[src/rtl/seq_scan_ctrl.sv]
// seq_scan_ctrl: word-level wrapper around an overlapping "1010" Mealy detector.
//
// A word is accepted over in_valid/in_ready, shifted MSB-first through the
// detector (one bit per cycle), and the saturating match count is offered on
// out_valid/out_ready. The detector state survives between words so that
// keep=1 can detect patterns straddling a word boundary.
//
// Ports:
//   clk, reset_n            clock, asynchronous active-low reset
//   in_valid/in_ready       word handshake (ready only in IDLE)
//   in_data [W-1:0]         word to scan, bit W-1 first
//   keep                    1: continue detector state, 0: restart at S0
//   out_valid/out_ready     result handshake
//   out_count [CW-1:0]      saturating count of matches ending in the word
//   out_hit                 out_count != 0
//   match_pulse             combinational pulse on each completed match
//   busy                    high while scanning or holding a result
module seq_scan_ctrl #(
  parameter int unsigned W  = 8,
  parameter int unsigned CW = 4
) (
  input  logic          clk,
  input  logic          reset_n,
  input  logic          in_valid,
  output logic          in_ready,
  input  logic [W-1:0]  in_data,
  input  logic          keep,
  output logic          out_valid,
  input  logic          out_ready,
  output logic [CW-1:0] out_count,
  output logic          out_hit,
  output logic          match_pulse,
  output logic          busy
);

  localparam int unsigned BW = (W > 1) ? $clog2(W) : 1;
  localparam logic [CW-1:0] CntMax = {CW{1'b1}};

  typedef enum logic [1:0] {StIdle, StShift, StDone} state_e;
  typedef enum logic [1:0] {DetS0, DetS1, DetS2, DetS3} det_e;

  state_e        state_q;
  det_e          det_q;
  det_e          det_d;
  logic [W-1:0]  shreg_q;
  logic [BW-1:0] bit_cnt_q;
  logic [CW-1:0] count_q;
  logic          in_ready_q;
  logic          out_valid_q;
  logic          busy_q;
  logic          shift_bit;

  assign shift_bit = shreg_q[W-1];

  // Detector next state and Mealy match output; det only advances in SHIFT.
  always_comb begin
    det_d       = det_q;
    match_pulse = 1'b0;
    unique case (det_q)
      DetS0: det_d = shift_bit ? DetS1 : DetS0;
      DetS1: det_d = shift_bit ? DetS1 : DetS2;
      DetS2: det_d = shift_bit ? DetS3 : DetS0;
      DetS3: det_d = shift_bit ? DetS1 : DetS2;
      default: det_d = DetS0;
    endcase
    if (state_q == StShift && det_q == DetS3 && !shift_bit) begin
      match_pulse = 1'b1;
    end
  end

  always_ff @(posedge clk or negedge reset_n) begin
    if (!reset_n) begin
      state_q     <= StIdle;
      det_q       <= DetS0;
      shreg_q     <= '0;
      bit_cnt_q   <= '0;
      count_q     <= '0;
      in_ready_q  <= 1'b1;
      out_valid_q <= 1'b0;
      busy_q      <= 1'b0;
    end else begin
      unique case (state_q)
        StIdle: begin
          if (in_valid) begin
            shreg_q    <= in_data;
            bit_cnt_q  <= BW'(W - 1);
            count_q    <= '0;
            if (!keep) begin
              det_q <= DetS0;
            end
            state_q    <= StShift;
            in_ready_q <= 1'b0;
            busy_q     <= 1'b1;
          end
        end
        StShift: begin
          det_q   <= det_d;
          shreg_q <= shreg_q << 1;
          if (match_pulse && count_q != CntMax) begin
            count_q <= count_q + 1'b1;
          end
          if (bit_cnt_q == '0) begin
            state_q     <= StDone;
            out_valid_q <= 1'b1;
          end else begin
            bit_cnt_q <= bit_cnt_q - 1'b1;
          end
        end
        StDone: begin
          if (out_ready) begin
            state_q     <= StIdle;
            out_valid_q <= 1'b0;
            busy_q      <= 1'b0;
            in_ready_q  <= 1'b1;
          end
        end
        default: begin
          state_q     <= StIdle;
          out_valid_q <= 1'b0;
          busy_q      <= 1'b0;
          in_ready_q  <= 1'b1;
        end
      endcase
    end
  end

  assign in_ready  = in_ready_q;
  assign out_valid = out_valid_q;
  assign busy      = busy_q;
  assign out_count = count_q;
  assign out_hit   = (count_q != '0);

endmodule

[config.mk]
export PLATFORM = sky130hd
export DESIGN_NAME = seq_scan_ctrl
export DESIGN_NICKNAME = d
export VERILOG_FILES = /design/src/rtl/seq_scan_ctrl.sv
export SDC_FILE = /design/constraint.sdc
export NUM_CORES = 1
export LEC_CHECK = 0
export BUFFER_PORTS_ARGS = -buffer_cell sky130_fd_sc_hd__buf_4
export CELL_PAD_IN_SITES_DETAIL_PLACEMENT = 0
export CELL_PAD_IN_SITES_GLOBAL_PLACEMENT = 1
export CORE_MARGIN = 3
export CORE_UTILIZATION = 37
export DETAILED_ROUTE_END_ITERATION = 16
export PLACE_DENSITY = 0.7
export SLEW_MARGIN = 20
export SYNTH_ARGS = -nofsm -noshare
export SYNTH_HDL_FRONTEND = slang
export SYNTH_SLANG_ARGS = --single-unit
[constraint.sdc]
create_clock -name clk -period 1.4 [get_ports clk]
set_input_delay 0.35 -clock clk [delete_from_list [all_inputs] [get_ports clk]]
set_output_delay 0.35 -clock clk [all_outputs]
set_load 0.02 [all_outputs]
**Word level (Yosys, flattened, before mapping)**

Cells that the tools add are included.

- Add/subtract/negate cells: 2
- Equal/unequal tests: 12
- Muxes and demuxes: 28
- Bitwise gates (word level): 2
- Reductions and logical operators: 17

Operators by type and width:

| cell | count |
|---|---|
| AND reduction 3 bit | 6 |
| case mux 8 bit (2 select lines) | 1 |
| two-way mux 2 bit | 7 |
| case mux 2 bit (3 select lines) | 2 |
| case mux 1 bit (3 select lines) | 3 |
| two-way mux 4 bit | 2 |
| two-way mux 8 bit | 1 |
| inequality test 2 bit, second input constant | 4 |
| case mux 4 bit (2 select lines) | 1 |
| two-way mux 1 bit | 7 |
| == test 2 bit, second input constant | 3 |
| two-way mux 3 bit | 2 |
| case mux 3 bit (2 select lines) | 1 |
| adder 4 x 1 -> 4 bit, second input constant | 1 |
| == test 2 x 1 -> 1 bit, second input constant | 2 |
| zero test 2 bit | 2 |
| inequality test 2 x 1 -> 1 bit, second input constant | 2 |
| inequality test 4 bit, second input constant | 1 |
| case mux 2 bit (2 select lines) | 1 |
| nonzero test 4 bit | 1 |
| logical AND 1 bit | 3 |
| zero test 3 bit | 1 |
| subtractor 3 x 1 -> 3 bit, second input constant | 1 |
| NOT 1 bit | 2 |
| other kinds (4) | 4 |

- Register bits: 22
- Input bits: 13
- Output and inout bits: 9
- Word-level logic and storage cells: 69

**Depth between registers and ports, before layout**

- Depth after elaboration: 7
- Gate-level depth with buffers: 6
- Mapped depth without buffers: 6

**Worst setup path after synthesis**

Ideal clock, no wire load.

- Kind: register to register
- Start point: register bit_cnt_q[0]
- End point: register bit_cnt_q[1]
- Library setup time: 0.079 ns
- Data arrival time: 1.402 ns
- Required time: 1.321 ns
- Setup slack: -0.081 ns
- Stages on the path, launching flop included: 7
- Path buffers: 0
- Period minus slack after synthesis: 1.481 ns
- Path through: dfrtp_1 inv_1 ha_1 ha_1 nor3b_1 nand2b_2 a2bb2oi_1

- Longest elaborated chain between the ends: 3
- Elaborated cells on any way between the ends: 6
- Classes of those cells: 1 x add/sub; 1 x eq/ne; 2 x mux; 2 x reduce/logical

Ends and longest elaborated chain:

| what | line | RTL |
|---|---|---|
| start: declaration | 46 | `logic [BW-1:0] bit_cnt_q;` |
| start signal: assignment | 86 | `bit_cnt_q <= BW'(W - 1);` |
| start signal: assignment | 106 | `bit_cnt_q <= bit_cnt_q - 1'b1;` |
| subtractor 3 x 1 -> 3 bit / zero test 3 bit (equally long branches) | 106, 102 |  |
| two-way mux 3 bit / inequality test 2 bit (equally long branches) | - |  |
| case mux 3 bit (2 select lines) / AND reduction 3 bit (equally long branches) | - |  |

Several ways; a longest one is shown, not always the timed one. The select of a mux whose other input is x is not followed.
A chain may end at the register's enable or synchronous reset.

**Worst setup path in the final report**

- Start point: register shreg_q[7]
- End point: output match_pulse

- Longest elaborated chain between the ends: 3

Ends and longest elaborated chain:

| what | line | RTL |
|---|---|---|
| start: declaration | 45 | `logic [W-1:0] shreg_q;` |
| start signal: assignment | 85 | `shreg_q <= in_data;` |
| start signal: assignment | 98 | `shreg_q <= shreg_q << 1;` |
| zero test 1 bit | 66 | `if (state_q == StShift && det_q == DetS3 && !shift_bit) begin` |
| logical AND 1 bit | 66 |  |
| two-way mux 1 bit | 66 |  |
| end: declaration | 32 | `output logic match_pulse,` |

Every way passes these cells.

==> flow_summary.json <==
{
  "n_antenna_cell": 0,
  "whs_ns": 0.210,
  "drv_slew": 0,
  "slew_headroom": 0.784,
  "drive_above_1_share": 0.497,
  "start_util": 0.391,
  "setup_violations": 6,
  "synth.distinct_cells": 35,
  "maxCapViolations": 0,
  "grt_max_degree": 23,
  "hold_viol_final": 0,
  "num_vias": 1050,
  "rows": 20,
  "area_growth_pct": 50.3,
  "cp_max_fo": 2,
  "cts_buffers": 3,
  "place_hpwl_um": 1910,
  "clockBufferDepth": 2,
  "final_cell_mix": "buf_4, dfrtp_1, buf_6, a21oi_1, nor2b_1",
  "power_density_nw_per_um2": 2070,
  "synth-xor-area-share": 0,
  "antenna_left": 0,
  "cts_tree": "done",
  "hp-class": "in2reg",
  "overflow": 0,
  "synth_top_family_by_area": "compound AO/OA/AOI/OAI gates",
  "dieHeight_um": 63.0,
  "grt_pass1_wl_um": 5010,
  "arrival_ns": 1.29,
  "synth.avg_cell_area_um2": 9.79,
  "die_area_um2": 3970,
  "crit_required_ns": 1.05,
  "placedCellCount": 195,
  "syn_nets": 140,
  "dpl_cell_area_um2": 1480,
  "yosys.area.top_type": "dfrtp_1",
  "p_total_mw": 3.74,
  "die_x_um": 63.0,
  "irDropWorstVdd_mv": 1.16,
  "synth-simple-area-share": 0.180,
  "criticalPathCategory": "reg2out",
  "rsz0062_at_grt": "yes",
  "drc": 0,
  "wire_per_inst_um": 14.0,
  "worstMarginPinSlew_ns": 0.321,
  "grt_pass1_vias": 1080,
  "core-area_um2": 3080,
  "synth_cells": 123,
  "synth.top_cells.by_area": "dfrtp_1, nor2b_1, a22oi_1",
  "dr.pass1.iters": 4,
  "htreeDepth": 1,
  "dr.first_iter.drc_count": 36,
  "violations": "negative setup slack",
  "ioPinCount": 22,
  "yosysTopAreaCellShare": 0.437,
  "fin_tns_setup_ns": -0.440,
  "place_congestion": 0.780,
  "p_leak_nw": 0.822,
  "antenna_found_initial": 0,
  "synth_compound_area_frac": 0.230,
  "fmax_mhz": 610,
  "yosys.area_share.adder": 0.0416,
  "timing.final.crit_share": 1.17,
  "final_common_cell": "buf_4",
  "setup_slack_ns": -0.239,
  "clock-sinks": 22,
  "finClkSkew_ns": 0.00300,
  "yosysWarnings": 0,
  "clk_pin_slew_worst_paths_ns": 0.13,
  "startpoint_type": "flip-flop",
  "grt_usage": 0.156,
  "syn-cell-area_um2": 1200,
  "finalNetCount": 185,
  "viasPerCell": 4.98,
  "clk_latency_ns": 0.32,
  "wl_um": 2950,
  "final_area_um2": 1810,
  "yosys-mux-area-fraction": 0.0166,
  "status": "complete, but fails checks",
  "yosysSeqAreaShare": 0.458,
  "min_period_ns": 1.64,
  "ys_ff_latch": 22,
  "cts_root_buf": "clkbuf_4",
  "layoutNonFillerInstCount": 211,
  "io_buffers": 21,
  "cp-end-kind": "primary output"
}
[cell usage after synthesis]
library cell  instances
dfrtp_1              21
nor2b_1              11
a21oi_1              10
nand2_1              10
o21ai_0              10
inv_1                 9
a22oi_1               7
ha_1                  4
nand3_1               4
nor2_1                4
a22o_1                2
a2bb2oi_1             2
and2_1                2
buf_2                 2
buf_4                 2
buf_6                 2
clkbuf_1              2
mux2i_1               2
a31o_2                1
a32o_1                1
a32oi_2               1
and3b_1               1
and4b_1               1
and4bb_2              1
dfstp_2               1
nand2b_1              1
nand2b_2              1
nor3b_1               1
o21a_1                1
o221ai_2              1
o22a_1                1
o22ai_1               1
o2bb2ai_1             1
o31ai_1               1
or3b_1                1
[final cells by class]
cell class	count	area (um2)
Tap cell	44	55.1
Timing Repair Buffer	48	423
Inverter	9	33.8
Clock inverter	1	30.0
Multi-Input combinational cell	84	691
Sequential cell	22	554
Fill cell	276	1270
Clock buffer	3	22.5
[power breakdown]
group          total (mW)  switching [mW]  leakage [nW]  internal (mW)
sequential           1.12           0.219         0.262          0.904
clock               0.503           0.213        0.0279          0.290
combinational        2.12           0.954         0.532           1.16
total                3.74            1.39         0.822           2.36
[sequential cells by signal (all words and copies together) (netlist names)]
register / cells
bit_cnt_q: 3
busy: 1
det_q: 2
in_ready: 1
out_count: 4
out_valid: 1
shreg_q: 8
state_q: 2
[critical path, cell delays in order, from the launching register on]
cell and delay, ns:
dfrtp_1 0.40, and4bb_2 0.31, and2_4 0.15, buf_6 0.11
[kinds of logic (layout without fill, tap and decap cells)]
kind of cell             count (synthesis)  after routing
buffers and inverters                   17             61
multiplexers                             2              2
adder cells (fa/ha/maj)                  4              4
AND/OR/NAND/NOR                         38             38
flip-flops                              22             22
AO/OA/AOI/OAI                           40             40
[per-layer routing]
metal	vias up	track usage	routed length, um
met3	2	0.0414	122
met2	20	0.252	1390
met1	506	0.210	1420
met4	0	0.0331	20
met5	-	0	0
li1	522	-	-
[what timing repair did]
action	in CTS	in global routing
gates resized for setup	15	41
pin swaps	2	12
hold buffers	1	0
setup buffers	8	3
hold endpoints to repair	21	0
endpoints found under the setup margin	4	21
[final timing paths]
path                                 start      endpoint  slack, ns  depth (start not counted)
worst min-delay path             out_ready    state_q[1]       0.21                          2
worst max-delay path            shreg_q[7]   match_pulse      -0.24                          3
worst max register to register  state_q[0]  out_count[2]      -0.08                          5
min in group asynchronous          reset_n  out_count[2]       0.43                          2
worst min register to register  shreg_q[0]    shreg_q[1]       0.54                          2
max in group asynchronous          reset_n      in_ready       0.69                          2
[metrics by stage]
step                      setup slack (ns)  utilization
after floorplan                     0.0244            -
after global routing                -0.281        0.588
after global placement              0.0225        0.481
after CTS                           -0.247        0.536
after detailed placement           -0.0132        0.481
final                               -0.239        0.588
Power figures use the tool's default switching activity.
